File: src/rtl/ram_port_arb_if.sv
// Bus bundle for the two-requester single-port RAM arbiter.
// The arbiter takes the slave view; requesters and the RAM take the master view.
interface ram_port_arb_if #(
  parameter int AW = 6,
  parameter int DW = 8
);
  logic          req0;
  logic          req1;
  logic          we0;
  logic          we1;
  logic [AW-1:0] addr0;
  logic [AW-1:0] addr1;
  logic [DW-1:0] wdata0;
  logic [DW-1:0] wdata1;
  logic          gnt0;
  logic          gnt1;
  logic          rvalid0;
  logic          rvalid1;
  logic [DW-1:0] rdata;
  logic          ram_en;
  logic          ram_we;
  logic [AW-1:0] ram_addr;
  logic [DW-1:0] ram_wdata;
  logic [DW-1:0] ram_rdata;

  modport master (
    output req0, req1, we0, we1, addr0, addr1, wdata0, wdata1, ram_rdata,
    input  gnt0, gnt1, rvalid0, rvalid1, rdata,
    input  ram_en, ram_we, ram_addr, ram_wdata
  );

  modport slave (
    input  req0, req1, we0, we1, addr0, addr1, wdata0, wdata1, ram_rdata,
    output gnt0, gnt1, rvalid0, rvalid1, rdata,
    output ram_en, ram_we, ram_addr, ram_wdata
  );
endinterface

File: src/rtl/ram_port_arb.sv
// Two-requester arbiter in front of a single-port synchronous RAM.
// Grants are combinational; the accepted access is registered onto the RAM
// port one cycle later, and a read tag follows it so the read data returns
// to the right requester two cycles after acceptance.
module ram_port_arb #(
  parameter int AW        = 6,
  parameter int DW        = 8,
  parameter int BURST_MAX = 4
) (
  input  logic           clk,
  input  logic           rst_n,
  ram_port_arb_if.slave  bus
);

  localparam logic [3:0] BURST_LIM = 4'(BURST_MAX);

  typedef enum logic {OWN0 = 1'b0, OWN1 = 1'b1} owner_t;

  owner_t        owner;
  logic [3:0]    burst_cnt;

  logic          gnt0_p0;
  logic          gnt1_p0;
  logic          acc_p0;
  logic          sel_p0;
  logic          we_p0;
  logic [AW-1:0] addr_p0;
  logic [DW-1:0] wdata_p0;

  logic          ram_en_p1;
  logic          ram_we_p1;
  logic [AW-1:0] ram_addr_p1;
  logic [DW-1:0] ram_wdata_p1;
  logic          rd_vld_p1;
  logic          rd_id_p1;

  logic          rd_vld_p2;
  logic          rd_id_p2;

  // Burst counter increment that sticks at the 4-bit ceiling.
  function automatic logic [3:0] sat_inc(input logic [3:0] v);
    return (v == 4'hF) ? v : v + 4'd1;
  endfunction

  // ---- stage p0: arbitration and request mux (combinational) ----

  // Lone requester wins; under contention the owner keeps the port until its
  // burst allowance is spent, then the other side takes over.
  always_comb begin
    gnt0_p0 = 1'b0;
    gnt1_p0 = 1'b0;
    if (rst_n) begin
      if (bus.req0 && bus.req1) begin
        if (burst_cnt < BURST_LIM) begin
          gnt0_p0 = (owner == OWN0);
          gnt1_p0 = (owner == OWN1);
        end else begin
          gnt0_p0 = (owner == OWN1);
          gnt1_p0 = (owner == OWN0);
        end
      end else begin
        gnt0_p0 = bus.req0;
        gnt1_p0 = bus.req1;
      end
    end
  end

  assign acc_p0   = gnt0_p0 | gnt1_p0;
  assign sel_p0   = gnt1_p0;
  assign we_p0    = sel_p0 ? bus.we1    : bus.we0;
  assign addr_p0  = sel_p0 ? bus.addr1  : bus.addr0;
  assign wdata_p0 = sel_p0 ? bus.wdata1 : bus.wdata0;

  assign bus.gnt0 = gnt0_p0;
  assign bus.gnt1 = gnt1_p0;

  // Owner/burst state: idle cycles wipe the burst history, owner changes
  // restart it at one, repeat grants to the owner count up.
  always_ff @(posedge clk or negedge rst_n) begin
    if (!rst_n) begin
      owner     <= OWN0;
      burst_cnt <= 4'd0;
    end else if (!acc_p0) begin
      burst_cnt <= 4'd0;
    end else if (sel_p0 == logic'(owner)) begin
      burst_cnt <= sat_inc(burst_cnt);
    end else begin
      owner     <= sel_p0 ? OWN1 : OWN0;
      burst_cnt <= 4'd1;
    end
  end

  // ---- stage p1: registered RAM port and read tag ----

  // RAM command register; address and write data hold when nothing is accepted.
  always_ff @(posedge clk or negedge rst_n) begin
    if (!rst_n) begin
      ram_en_p1    <= 1'b0;
      ram_we_p1    <= 1'b0;
      ram_addr_p1  <= '0;
      ram_wdata_p1 <= '0;
    end else begin
      ram_en_p1 <= acc_p0;
      ram_we_p1 <= acc_p0 & we_p0;
      if (acc_p0) begin
        ram_addr_p1  <= addr_p0;
        ram_wdata_p1 <= wdata_p0;
      end
    end
  end

  // Read tag travels two cycles to line up with the RAM's registered output;
  // reset drops any tag in flight.
  always_ff @(posedge clk or negedge rst_n) begin
    if (!rst_n) begin
      rd_vld_p1 <= 1'b0;
      rd_id_p1  <= 1'b0;
      rd_vld_p2 <= 1'b0;
      rd_id_p2  <= 1'b0;
    end else begin
      rd_vld_p1 <= acc_p0 & ~we_p0;
      rd_id_p1  <= sel_p0;
      rd_vld_p2 <= rd_vld_p1;
      rd_id_p2  <= rd_id_p1;
    end
  end

  assign bus.ram_en    = ram_en_p1;
  assign bus.ram_we    = ram_we_p1;
  assign bus.ram_addr  = ram_addr_p1;
  assign bus.ram_wdata = ram_wdata_p1;

  // ---- stage p2: read return ----

  assign bus.rvalid0 = rd_vld_p2 & ~rd_id_p2;
  assign bus.rvalid1 = rd_vld_p2 &  rd_id_p2;
  assign bus.rdata   = bus.ram_rdata;

endmodule

File: src/flat_wrapper.sv
// flat-port wrapper written by rule: the top's interface ports become plain ports
module ram_port_arb_flat 
#(
  parameter int AW        = 6,
  parameter int DW        = 8,
  parameter int BURST_MAX = 4
)
  (clk, rst_n, bus_req0, bus_req1, bus_we0, bus_we1, bus_addr0, bus_addr1, bus_wdata0, bus_wdata1, bus_ram_rdata, bus_gnt0, bus_gnt1, bus_rvalid0, bus_rvalid1, bus_rdata, bus_ram_en, bus_ram_we, bus_ram_addr, bus_ram_wdata);
  ram_port_arb_if #(.AW(AW), .DW(DW)) bus_i ();
  input  logic clk;
  input  logic rst_n;
  input wire logic [$bits(bus_i.req0)-1:0] bus_req0;
  input wire logic [$bits(bus_i.req1)-1:0] bus_req1;
  input wire logic [$bits(bus_i.we0)-1:0] bus_we0;
  input wire logic [$bits(bus_i.we1)-1:0] bus_we1;
  input wire logic [$bits(bus_i.addr0)-1:0] bus_addr0;
  input wire logic [$bits(bus_i.addr1)-1:0] bus_addr1;
  input wire logic [$bits(bus_i.wdata0)-1:0] bus_wdata0;
  input wire logic [$bits(bus_i.wdata1)-1:0] bus_wdata1;
  input wire logic [$bits(bus_i.ram_rdata)-1:0] bus_ram_rdata;
  output wire logic [$bits(bus_i.gnt0)-1:0] bus_gnt0;
  output wire logic [$bits(bus_i.gnt1)-1:0] bus_gnt1;
  output wire logic [$bits(bus_i.rvalid0)-1:0] bus_rvalid0;
  output wire logic [$bits(bus_i.rvalid1)-1:0] bus_rvalid1;
  output wire logic [$bits(bus_i.rdata)-1:0] bus_rdata;
  output wire logic [$bits(bus_i.ram_en)-1:0] bus_ram_en;
  output wire logic [$bits(bus_i.ram_we)-1:0] bus_ram_we;
  output wire logic [$bits(bus_i.ram_addr)-1:0] bus_ram_addr;
  output wire logic [$bits(bus_i.ram_wdata)-1:0] bus_ram_wdata;
  assign bus_i.req0 = bus_req0;
  assign bus_i.req1 = bus_req1;
  assign bus_i.we0 = bus_we0;
  assign bus_i.we1 = bus_we1;
  assign bus_i.addr0 = bus_addr0;
  assign bus_i.addr1 = bus_addr1;
  assign bus_i.wdata0 = bus_wdata0;
  assign bus_i.wdata1 = bus_wdata1;
  assign bus_i.ram_rdata = bus_ram_rdata;
  assign bus_gnt0 = bus_i.gnt0;
  assign bus_gnt1 = bus_i.gnt1;
  assign bus_rvalid0 = bus_i.rvalid0;
  assign bus_rvalid1 = bus_i.rvalid1;
  assign bus_rdata = bus_i.rdata;
  assign bus_ram_en = bus_i.ram_en;
  assign bus_ram_we = bus_i.ram_we;
  assign bus_ram_addr = bus_i.ram_addr;
  assign bus_ram_wdata = bus_i.ram_wdata;
  ram_port_arb #(.AW(AW), .DW(DW), .BURST_MAX(BURST_MAX)) u_core (.clk(clk), .rst_n(rst_n), .bus(bus_i));
endmodule
File: config.mk
export PLATFORM = sky130hd
export DESIGN_NAME = ram_port_arb_flat
export DESIGN_NICKNAME = d
export VERILOG_FILES = /design/src/rtl/ram_port_arb_if.sv /design/src/rtl/ram_port_arb.sv /design/src/flat_wrapper.sv
export SDC_FILE = /design/constraint.sdc
export NUM_CORES = 1
export LEC_CHECK = 0
export BUFFER_PORTS_ARGS = -buffer_cell sky130_fd_sc_hd__buf_2
export CORE_ASPECT_RATIO = 0.6
export CORE_MARGIN = 2
export CORE_UTILIZATION = 40
export CTS_CLUSTER_SIZE = 12
export DETAILED_ROUTE_END_ITERATION = 10
export PLACE_DENSITY = 0.74
export SKIP_LAST_GASP = 1
export SLEW_MARGIN = 10
export SYNTH_ARGS = -nofsm -noshare
export SYNTH_HDL_FRONTEND = slang
export SYNTH_SLANG_ARGS = --single-unit
File: constraint.sdc
create_clock -name clk -period 1.6 [get_ports clk]
set_clock_uncertainty 0.15 [all_clocks]
set_input_delay 0.08 -clock clk [delete_from_list [all_inputs] [get_ports clk]]
set_output_delay 0.08 -clock clk [all_outputs]
set_load 0.02 [all_outputs]
==> results.tsv <==
metric	value	unit
outcome	finished with violations	
violations	negative setup slack	
hpwl	2590	um
dp.cells	235	
cts_sinks	25	
powerDensity	753.8	mW/mm^2
synth_area_per_cell	9.587	um^2
ys_warn_count	0	
fin_nets	279	
first_pass_iters	4	
fin_ws	-0.1571	ns
crit_path_start_kind	flip-flop	
num_io_pins	70	
via_per_inst	5.511	
vdd_ir_drop_max	537.8	uV
final_cell_count_no_fill	280	
start_util	42.70	%
p_leak	0.9812	nW
dieWidth	80.89	um
top_usage_layer	met2	
clk_pin_slew	0.09	ns
ys_seq_area_share	44.09	%
holdWs	0.01001	ns
critPathKind	flip-flop to output pin	
ant_nets	0	
syn_area	0.001419	mm^2
drive_above_1_share	37.02	%
floorplan.die_area	0.004055	mm^2
die_h	50.14	um
wl_per_cell	16.60	um
rows	16	
cts_made_buffers	3	
fmax	569.1	MHz
netlist_instances	148	
rsz0062_at_grt	yes	
drt_iter0_drc	131	
vias	1543	
finalMaxSlewViolations	0	
relSlewSlack	61.30	%
end_kind	output pin	
synthMuxAreaShare	0.7055	%
drv_cap	0	
finalHoldViolations	0	
grt_pass1_vias	1495	
synthAdderAreaFrac	0.8818	%
fillers	267	
crit_fanout	15	
cts_tree	yes	
drc	0	
p_total	1.624	mW
cts_root_buf	clkbuf_8	
synthXorXnorAreaFrac	1.235	%
synth_nets	191	
grt_max_degree	32	
hp-start	bus_ram_rdata[4]	
cts.htree.levels	1	
clockBufferDepth	2	
synth_compound_area_share	21.87	%
routabilityCongestion	0.8428	
startpoint	u_core.burst_cnt[2]	
grt_pass1_wl	7610	um
synth_cell_types	36	
setup_viol	20	
synth_top_family_by_area	compound AO/OA/AOI/OAI gates	
io_buffers	53	
grtUsageTotal	24.67	%
synth_simple_gate_area_share	19.49	%
period_share	109.8	%
crit_required	1.37	ns
rr_startpoint	u_core.burst_cnt[2]	
antenna_found_initial	0	
design.core.area	0.003323	mm^2
worst_slew_pin_slew	0.5792	ns
totalWireLength	4648	um
clock_latency	0.27	ns
met2_usage	41.05	%
area_growth	51.85	%
grtUsageMet1	33.11	%
overflow	0	
met3_usage	4.676	%
n_antenna_cell	0	
min-delay-path-class	input pin to output pin	
timing.setup.tns	-1.104	ns
ys_seq_elements	25	
arrival	1.53	ns
layout_min_cycle_time	1.757	ns
-- routing by layer --
layer  vias to the layer above  wire length [um]
met5                         -                 0
met4                         0                68
met3                        12               366
met2                        85              2267
met1                       724              1945
li1                        722                 -
-- what timing repair did --
| action | in CTS | in global routing |
|---|---|---|
| setup buffers | 7 | 2 |
| hold buffers | 32 | 0 |
| gates resized for setup | 8 | 3 |
| hold endpoints to repair | 41 | 0 |
| gates cloned | 1 | 0 |
| pin swaps | 12 | 11 |
| endpoints found under the setup margin | 14 | 22 |
-- logic make-up (layout without fill, tap and decap cells) --
| logic type | Yosys count | in the layout |
|---|---|---|
| simple gates | 48 | 48 |
| compound gates | 45 | 45 |
| buf+inv | 26 | 113 |
| flops | 25 | 25 |
| xor+xnor | 2 | 2 |
| fa+ha+maj | 1 | 1 |
| mux | 1 | 1 |
-- sequential cells by signal, indices dropped and copies added (netlist names) --
register and count:
u_core.bus.ram_wdata 8, u_core.burst_cnt 4, u_core.rd_id_p2 1, u_core.bus.ram_en 1
u_core.bus.ram_we 1, u_core.rd_vld_p2 1, u_core.rd_id_p1 1, u_core.bus.ram_addr 6
u_core.rd_vld_p1 1, u_core.owner 1
-- cells in the mapped netlist --
master	instances	area, um^2
buf_4	10	75.07
clkbuf_1	3	11.26
a31oi_1	14	87.58
and3_1	1	6.260
o21ai_0	4	20.02
xnor2_1	1	8.760
a21oi_1	5	25.02
a221oi_1	1	8.760
o21ai_1	1	5.000
nand4_1	16	100.1
o211ai_2	1	12.51
nand4b_1	1	8.760
buf_1	1	3.750
ha_1	1	12.51
buf_6	3	33.78
clkbuf_2	2	10.01
a221o_1	1	10.01
buf_2	5	25.02
nand3b_1	1	7.510
o211a_1	2	20.02
nor2b_1	1	6.260
inv_1	2	7.510
nor4b_4	1	23.77
nor2_1	15	56.30
o31a_1	1	8.760
o21a_1	1	7.510
nand2_1	4	15.01
o31ai_1	14	105.1
dfrtp_1	25	625.6
nand3_1	2	10.01
nand2b_1	1	6.260
xor2_1	1	8.760
or4b_4	1	13.76
nor3_1	2	10.01
mux2i_1	1	10.01
and2_1	2	12.51
-- worst paths after layout --
| kind | end | slack, ns | cells after the start |
|---|---|---|---|
| max | bus_gnt1 | -0.16 | 3 |
| min | bus_rdata[4] | 0.01 | 0 |
| max reg2reg | u_core.rd_vld_p1 | -0.12 | 6 |
| min in group asynchronous | u_core.burst_cnt[0] | 0.11 | 2 |
| max in group asynchronous | u_core.bus.ram_wdata[6] | 0.60 | 3 |
| min reg2reg | u_core.rd_vld_p2 | 0.21 | 0 |
-- worst max-delay path: stages, from the launching register on --
cell and delay [ns]:
dfrtp_1 0.43, o211a_2 0.41, nor3_4 0.25, buf_6 0.15
-- power by group --
part	switching, mW	internal, mW
logic	0.273	0.233
registers	0.0359	0.699
clock network	0.209	0.174
total	0.517	1.11
-- cell type report --
type / instances / area [um^2] / share of cell area (%)
Timing Repair Buffer: 107 / 768.2 / 35.66
Sequential cell: 25 / 625.6 / 29.04
Tap cell: 45 / 56.30 / 2.613
Clock inverter: 1 / 5.005 / 0.2323
Multi-Input combinational cell: 97 / 650.6 / 30.20
Clock buffer: 3 / 41.29 / 1.916
Inverter: 2 / 7.507 / 0.3484
-- through the flow --
stage / setup slack, ns / utilization (%) / instance area [um^2]
2_1_floorplan: -0.05282 / - / 1430
5_1_grt: -0.2236 / 64.83 / 2155
4_1_cts: -0.1619 / 64.08 / 2130
3_5_place_dp: -0.03294 / 50.87 / 1690
3_3_place_gp: 0.02314 / 50.87 / 1690
6_report: -0.1571 / 64.83 / 2155
-- layout by cell type, fill, tap and decap left out, types with 2 or more instances in the layout --
master | synthesis | layout
nand4_1 | 16 | 16
o21ai_0 | 4 | 3
o31ai_1 | 14 | 14
a21oi_1 | 5 | 5
nand2_1 | 4 | 4
dfrtp_1 | 25 | 25
buf_6 | 3 | 4
clkbuf_8 | 0 | 3
dlygate4sd3_1 | 0 | 32
a31oi_1 | 14 | 14
nor2_1 | 15 | 14
and2_1 | 2 | 2
buf_2 | 5 | 52
buf_4 | 10 | 19
inv_1 | 2 | 2
nand3_1 | 2 | 2
Note: power is estimated with default switching activity, not from simulation.
